$ cat config.mk
export PLATFORM = sky130hd
export DESIGN_NAME = sd4_align_accumulator
export DESIGN_NICKNAME = d
export VERILOG_FILES = /design/src/rtl/sd4_mac_pkg.sv /design/src/rtl/sd4_term_aligner.sv /design/src/rtl/sd4_align_accumulator.sv
export SDC_FILE = /design/constraint.sdc
export NUM_CORES = 1
export LEC_CHECK = 0
export CAP_MARGIN = 25
export CORE_MARGIN = 4
export CORE_UTILIZATION = 55
export CTS_CLUSTER_SIZE = 20
export DETAILED_ROUTE_END_ITERATION = 16
export HOLD_SLACK_MARGIN = 0.05
export PLACE_DENSITY_LB_ADDON = 0.08
export SLEW_MARGIN = 20
export SYNTH_ARGS = -nofsm -noshare
export SYNTH_HDL_FRONTEND = slang
export SYNTH_SLANG_ARGS = --single-unit
$ cat constraint.sdc
create_clock -name clk -period 28.5 [get_ports clk]
set_input_delay 5.7 -clock clk [delete_from_list [all_inputs] [get_ports clk]]
set_output_delay 5.7 -clock clk [all_outputs]
set_load 0.005 [all_outputs]
$ cat src/rtl/sd4_mac_pkg.sv
// Shared constants, FSM state type and shift helper for the SD4 MAC datapath.
package sd4_mac_pkg;

  localparam int unsigned PP_W    = 5;
  localparam int unsigned EXP_W   = 5;
  localparam int unsigned N_TERMS = 9;

  typedef enum logic [0:0] {
    StIdle,
    StAccum
  } acc_state_e;

  // Clamp a shift distance so an arithmetic shift never exceeds lim.
  function automatic int unsigned clamp_shift(input int unsigned d, input int unsigned lim);
    return (d > lim) ? lim : d;
  endfunction

endpackage

$ cat src/rtl/sd4_term_aligner.sv
// Aligns nine signed partial products to the beat's maximum exponent and sums them.
module sd4_term_aligner
  import sd4_mac_pkg::*;
#(
  parameter int unsigned FRAC_W = 4
) (
  input  logic        [N_TERMS*PP_W-1:0]  signed_pp_in,
  input  logic        [N_TERMS*EXP_W-1:0] exp_in,
  input  logic        [EXP_W-1:0]         exp_max_in,
  output logic signed [FRAC_W+8:0]        beat_sum
);

  localparam int unsigned TermW = FRAC_W + 5;
  localparam int unsigned SumW  = FRAC_W + 9;

  logic [N_TERMS-1:0][TermW-1:0] terms;

  for (genvar i = 0; i < N_TERMS; i++) begin : g_term
    logic signed [PP_W-1:0]  pp;
    logic        [EXP_W-1:0] e;
    logic        [EXP_W-1:0] d;
    logic signed [TermW-1:0] t;

    assign pp = signed_pp_in[(N_TERMS-1-i)*PP_W +: PP_W];
    assign e  = exp_in[(N_TERMS-1-i)*EXP_W +: EXP_W];
    // Terms claiming an exponent above the beat max are treated as already aligned.
    assign d  = (e > exp_max_in) ? '0 : exp_max_in - e;
    assign t  = (TermW'(pp) <<< FRAC_W) >>> clamp_shift(32'(d), FRAC_W + 4);
    assign terms[i] = t;
  end

  always_comb begin
    beat_sum = '0;
    for (int i = 0; i < N_TERMS; i++) begin
      beat_sum = beat_sum + SumW'($signed(terms[i]));
    end
  end

endmodule

$ cat src/rtl/sd4_align_accumulator.sv
// Block-floating-point accumulator over ACC_LEN aligned beats with valid/ready output.
// Optional SD4_ACC_SAT_EN: saturating adds plus a sticky per-group overflow flag on out_ovf.
module sd4_align_accumulator
  import sd4_mac_pkg::*;
#(
  parameter int unsigned ACC_LEN = 4,
  parameter int unsigned FRAC_W  = 4,
  parameter int unsigned ACC_W   = 20
) (
  input  logic                       clk,
  input  logic                       rst,
  input  logic                       in_valid,
  output logic                       in_ready,
  input  logic        [N_TERMS*PP_W-1:0]  signed_pp_in,
  input  logic        [N_TERMS*EXP_W-1:0] exp_in,
  input  logic        [EXP_W-1:0]    exp_max_in,
  input  logic        [EXP_W-1:0]    exp_bias_in,
  output logic                       out_valid,
  input  logic                       out_ready,
  output logic signed [ACC_W-1:0]    out_data,
  output logic        [EXP_W-1:0]    out_exp,
  output logic        [EXP_W-1:0]    out_bias,
  output logic                       out_ovf
);

  localparam int unsigned SumW = FRAC_W + 9;
  localparam int unsigned CntW = (ACC_LEN > 1) ? $clog2(ACC_LEN) : 1;
  localparam logic [CntW-1:0] LastCnt = CntW'(ACC_LEN - 1);

  logic signed [SumW-1:0]  beat_sum;
  logic signed [ACC_W-1:0] beat_ext;

  acc_state_e              state_q, state_d;
  logic [CntW-1:0]         cnt_q, cnt_d;
  logic signed [ACC_W-1:0] acc_q, acc_d;
  logic [EXP_W-1:0]        acc_exp_q, acc_exp_d;
  logic [EXP_W-1:0]        bias_q, bias_d;
  logic                    out_valid_q, out_valid_d;
  logic signed [ACC_W-1:0] out_data_q, out_data_d;
  logic [EXP_W-1:0]        out_exp_q, out_exp_d;
  logic [EXP_W-1:0]        out_bias_q, out_bias_d;

  logic                    accept, rebase, complete;
  int unsigned             shift;
  logic signed [ACC_W-1:0] op_a, op_b, acc_sum;

  sd4_term_aligner #(
    .FRAC_W(FRAC_W)
  ) u_aligner (
    .signed_pp_in(signed_pp_in),
    .exp_in      (exp_in),
    .exp_max_in  (exp_max_in),
    .beat_sum    (beat_sum)
  );

  assign beat_ext = ACC_W'(beat_sum);
  assign in_ready = !out_valid_q || out_ready;
  assign accept   = in_valid && in_ready;
  assign rebase   = exp_max_in > acc_exp_q;

  // Whichever operand has the smaller exponent is shifted down before the add.
  always_comb begin
    shift = 0;
    op_a  = acc_q;
    op_b  = beat_ext;
    if (rebase) begin
      shift = clamp_shift(32'(exp_max_in - acc_exp_q), ACC_W - 1);
      op_a  = acc_q >>> shift;
    end else begin
      shift = clamp_shift(32'(acc_exp_q - exp_max_in), ACC_W - 1);
      op_b  = beat_ext >>> shift;
    end
  end

`ifdef SD4_ACC_SAT_EN
  logic                    ovf_q, ovf_d, out_ovf_q, out_ovf_d, add_ovf;
  logic [ACC_W:0]          sum_wide;
  logic signed [ACC_W-1:0] shift_src, shift_res;

  always_comb begin
    sum_wide  = {op_a[ACC_W-1], op_a} + {op_b[ACC_W-1], op_b};
    acc_sum   = sum_wide[ACC_W-1:0];
    shift_src = rebase ? acc_q : beat_ext;
    shift_res = rebase ? op_a : op_b;
    // Loss: a value carrying information collapses entirely into sign fill.
    add_ovf   = (shift_src != {ACC_W{shift_src[ACC_W-1]}}) &&
                (shift_res == {ACC_W{shift_src[ACC_W-1]}});
    if (sum_wide[ACC_W] != sum_wide[ACC_W-1]) begin
      acc_sum = sum_wide[ACC_W] ? {1'b1, {(ACC_W-1){1'b0}}} : {1'b0, {(ACC_W-1){1'b1}}};
      add_ovf = 1'b1;
    end
  end

  assign out_ovf = out_ovf_q;
`else
  assign acc_sum = op_a + op_b;
  assign out_ovf = 1'b0;
`endif

  always_comb begin
    state_d     = state_q;
    cnt_d       = cnt_q;
    acc_d       = acc_q;
    acc_exp_d   = acc_exp_q;
    bias_d      = bias_q;
    complete    = 1'b0;
    out_valid_d = out_valid_q && !out_ready;
    out_data_d  = out_data_q;
    out_exp_d   = out_exp_q;
    out_bias_d  = out_bias_q;
`ifdef SD4_ACC_SAT_EN
    ovf_d       = ovf_q;
    out_ovf_d   = out_ovf_q;
`endif
    if (accept) begin
      if (state_q == StIdle) begin
        acc_d     = beat_ext;
        acc_exp_d = exp_max_in;
        bias_d    = exp_bias_in;
`ifdef SD4_ACC_SAT_EN
        ovf_d     = 1'b0;
`endif
        if (ACC_LEN == 1) begin
          complete = 1'b1;
        end else begin
          cnt_d   = CntW'(1);
          state_d = StAccum;
        end
      end else begin
        acc_d     = acc_sum;
        acc_exp_d = rebase ? exp_max_in : acc_exp_q;
`ifdef SD4_ACC_SAT_EN
        ovf_d     = ovf_q || add_ovf;
`endif
        if (cnt_q == LastCnt) begin
          complete = 1'b1;
          cnt_d    = '0;
          state_d  = StIdle;
        end else begin
          cnt_d = cnt_q + 1'b1;
        end
      end
    end
    if (complete) begin
      out_valid_d = 1'b1;
      out_data_d  = acc_d;
      out_exp_d   = acc_exp_d;
      out_bias_d  = bias_d;
`ifdef SD4_ACC_SAT_EN
      out_ovf_d   = ovf_d;
`endif
    end
  end

  always_ff @(posedge clk) begin
    if (rst) begin
      state_q     <= StIdle;
      cnt_q       <= '0;
      acc_q       <= '0;
      acc_exp_q   <= '0;
      bias_q      <= '0;
      out_valid_q <= 1'b0;
      out_data_q  <= '0;
      out_exp_q   <= '0;
      out_bias_q  <= '0;
`ifdef SD4_ACC_SAT_EN
      ovf_q       <= 1'b0;
      out_ovf_q   <= 1'b0;
`endif
    end else begin
      state_q     <= state_d;
      cnt_q       <= cnt_d;
      acc_q       <= acc_d;
      acc_exp_q   <= acc_exp_d;
      bias_q      <= bias_d;
      out_valid_q <= out_valid_d;
      out_data_q  <= out_data_d;
      out_exp_q   <= out_exp_d;
      out_bias_q  <= out_bias_d;
`ifdef SD4_ACC_SAT_EN
      ovf_q       <= ovf_d;
      out_ovf_q   <= out_ovf_d;
`endif
    end
  end

  assign out_valid = out_valid_q;
  assign out_data  = out_data_q;
  assign out_exp   = out_exp_q;
  assign out_bias  = out_bias_q;

endmodule

==> results.md <==
* Status: complete, no violations
* I/O Pins at 137
* Core Area at 22000 um2
* Post-route ant nets at 0
* Fmax at 60.3 MHz
* Initial core utilization at 56.2%
* Worst path max stage delay at 0.52 ns
* DR WL met3 at 3430 um
* GRT Residual Overflow at 0
* Critical path required time at 28.72 ns
* Hold_buf cts at 0
* Mapped Cells at 1623
* Initial antenna violation count at 0
* Largest net degree at the start of global routing at 60
* Placed cell areas at 13800 um2
* Cell taking the most area after synthesis: fa_1
* Total wire length at 35500 um
* Non-Filler Instances at 2001
* Design area at 14100 um2
* Final Max Tran Viols at 0
* Hold crit path type: reg -> reg
* Htree depth at 3
* Root buf cell: clkbuf_16
* Die area at 24900 um2
* CP Capture Type: register
* Port Buffers at 135
* Post-Syn Area at 12300 um2
* Max-Cap Viols at 0
* M1 WL at 16900 um
* # Post-CTS Setup Buffers at 0
* Via density at 6.11
* # nets final at 1985
* Setup TNS at 0 ns
* Post-synthesis register bit count at 64
* Starting DRC count in detailed routing at 913
* Largest delay share family, worst path: adder cells
* CTS resizes at 0
* Slew HR at 35.0%
* Worst-path clk slew at 0.06 ns
* Wire per inst at 17.7 um
* Worst Tran Pin Value at 0.975 ns
* Worst-path fanout max at 16
* Inst Count DP at 1983
* Post-synth top area share at 12.7%
* Die height at 158 um
* Distinct cells, synth at 94
* Layout cells sized above 1 at 5.41%
* Pre-CTS setup slack at 11.75 ns
* Skew final at 0.0100 ns
* Met2 WL at 14700 um
* Sequential fraction of the synthesis area at 10.4%
* Drt first pass iters at 6
* Clock sinks at 64
* Area growth syn-to-layout at 14.3%
* Syn_nets at 1893
* # setup viols final at 0
* First-pass GRT wire length at 57300 um
* CTS tree: yes
* Ys flop type: dfxtp_1
* Vias in the first global route at 11.3k
* Synth warnings at 0
* Syn_area_per_cell at 7.60 um2
* Final setup margin at 11.93 ns
* RD Place Congestion at 0.953
* Total number of vias at 12.2k
* Worst-Skew Late Latency at 0.33 ns
* DRC Markers at 0
* Setup crit start kind: primary input
* Clock buffer depth at 2
* Fill cells at 1992
* FP Rows at 54
* Final min period at 16.57 ns
* Final Hold Fails at 0
* CTS buffer count at 9
* Async SR Flop Fraction at 0%
* Largest cells by area after synthesis: fa_1, dfxtp_1, ha_1
* Slowest CP cell: fa_1
* Crit path arrival time at 16.80 ns
* Highest routed layer: met4
* Bufs and invs on worst path at 10
* Final critical-path share of the clock period at 58.1%
* CP Class: in -> reg
* Die width at 158 um
* Number of flops mapped to enable cells by yosys at 0
* HPWL after detailed placement at 28300 um
* Gr usage total at 28.2%
* RSZ-0062 raised after global routing: false
-- worst min-delay path, stage by stage, from the launching register on --
cell	delay [ns]
dfxtp_1	0.31
nand2_1	0.05
a21oi_1	0.05
-- registers in the layout, indices dropped and copies added, names as in the netlist --
name and cells:
acc_exp_q 5, acc_q 20, bias_q 5, cnt_q 2, out_bias 5, out_data 20, out_exp 5, out_valid 1
state_q 1
-- synthesized netlist by cell type (15+ instances only) --
| master | count |
|---|---|
| a22o_1 | 16 |
| a31oi_1 | 26 |
| fa_1 | 78 |
| nor2b_1 | 30 |
| a21o_1 | 19 |
| and2_1 | 23 |
| nand2_1 | 149 |
| nor3_1 | 29 |
| xor2_1 | 16 |
| nand3_1 | 36 |
| a211oi_1 | 33 |
| a21oi_1 | 123 |
| xnor2_1 | 21 |
| nor2_1 | 139 |
| o21a_1 | 30 |
| clkbuf_1 | 41 |
| dfxtp_1 | 64 |
| o211ai_1 | 15 |
| inv_1 | 174 |
| mux2i_1 | 102 |
| mux2_2 | 26 |
| o21ai_0 | 78 |
| ha_1 | 88 |
-- cells by family after synthesis --
family                   count (synthesis)  share of synthesized area (%)
AO/OA/AOI/OAI                          500                           27.6
AND/OR/NAND/NOR                        482                           18.5
buffers and inverters                  240                           7.88
adder cells (fa/ha/maj)                166                           21.6
multiplexers                           133                           11.4
flip-flops                              64                           10.4
XOR/XNOR                                37                           2.63
other                                    1                         0.0304
-- worst paths after layout --
path,slack (ns),cells after the start,to,startpoint
worst max register to register,22.03,23,out_data[16]$_SDFFE_PP0P_,acc_exp_q[1]$_SDFF_PP0_
worst max-delay path,11.93,46,out_data[16]$_SDFFE_PP0P_,exp_max_in[0]
worst min register to register,0.45,2,out_bias[4]$_SDFFE_PP0P_,bias_q[4]$_SDFF_PP0_
worst min-delay path,0.45,2,out_bias[4]$_SDFFE_PP0P_,bias_q[4]$_SDFF_PP0_
-- area by class of cell --
cell class,instances,area [um2],share of cell area (%)
Tap cell,280,350,2.48
Timing Repair Buffer,145,1430,10.1
Antenna cell,1,2.50,0.0177
Multi-Input combinational cell,1319,10100,71.6
Sequential cell,64,1280,9.09
Clock inverter,6,43.8,0.311
Clock buffer,10,239,1.69
Inverter,176,661,4.69
-- through the flow --
| step | hold slack, ns | util (%) |
|---|---|---|
| after detailed placement | 0.447 | 62.8 |
| after global routing | 0.472 | 64.2 |
| after CTS | 0.455 | 64.1 |
| after global placement | 0.439 | 62.8 |
| final | 0.449 | 64.2 |
| after floorplan | 0.432 | - |
-- metal layers --
metal  vias up  global-route usage (%)
met5         -                       0
met4         0                    3.77
met3        36                    6.89
met2       487                    41.2
met1      5686                    43.1
li1       6017                       -
-- cells in the final DEF, fill, tap and decap left out, types with 9 or more instances in the layout --
| master | count |
|---|---|
| inv_1 | 174 |
| nand2_1 | 149 |
| nor2_1 | 139 |
| clkdlybuf4s50_1 | 134 |
| a21oi_1 | 123 |
| mux2i_1 | 102 |
| ha_1 | 88 |
| fa_1 | 78 |
| o21ai_0 | 77 |
| dfxtp_1 | 64 |
| nand3_1 | 36 |
| a211oi_1 | 33 |
| nor2b_1 | 30 |
| o21a_1 | 30 |
| nor3_1 | 29 |
| a31oi_1 | 26 |
| mux2_2 | 26 |
| and2_1 | 23 |
| xnor2_1 | 21 |
| a21o_1 | 19 |
| a22o_1 | 16 |
| xor2_1 | 16 |
| o211ai_1 | 15 |
| o21ai_1 | 15 |
| o22a_1 | 14 |
| o22ai_1 | 13 |
| nand2b_1 | 12 |
| or3_1 | 10 |
| a221oi_1 | 10 |
| o31ai_1 | 10 |
| and3_1 | 9 |
| nor3b_1 | 9 |
| a22oi_1 | 9 |
| clkbuf_16 | 9 |
| buf_4 | 9 |
Power is left out: the tool's default activity adds up to more than one toggle a clock period on the data nets, which glitch-free logic cannot reach.
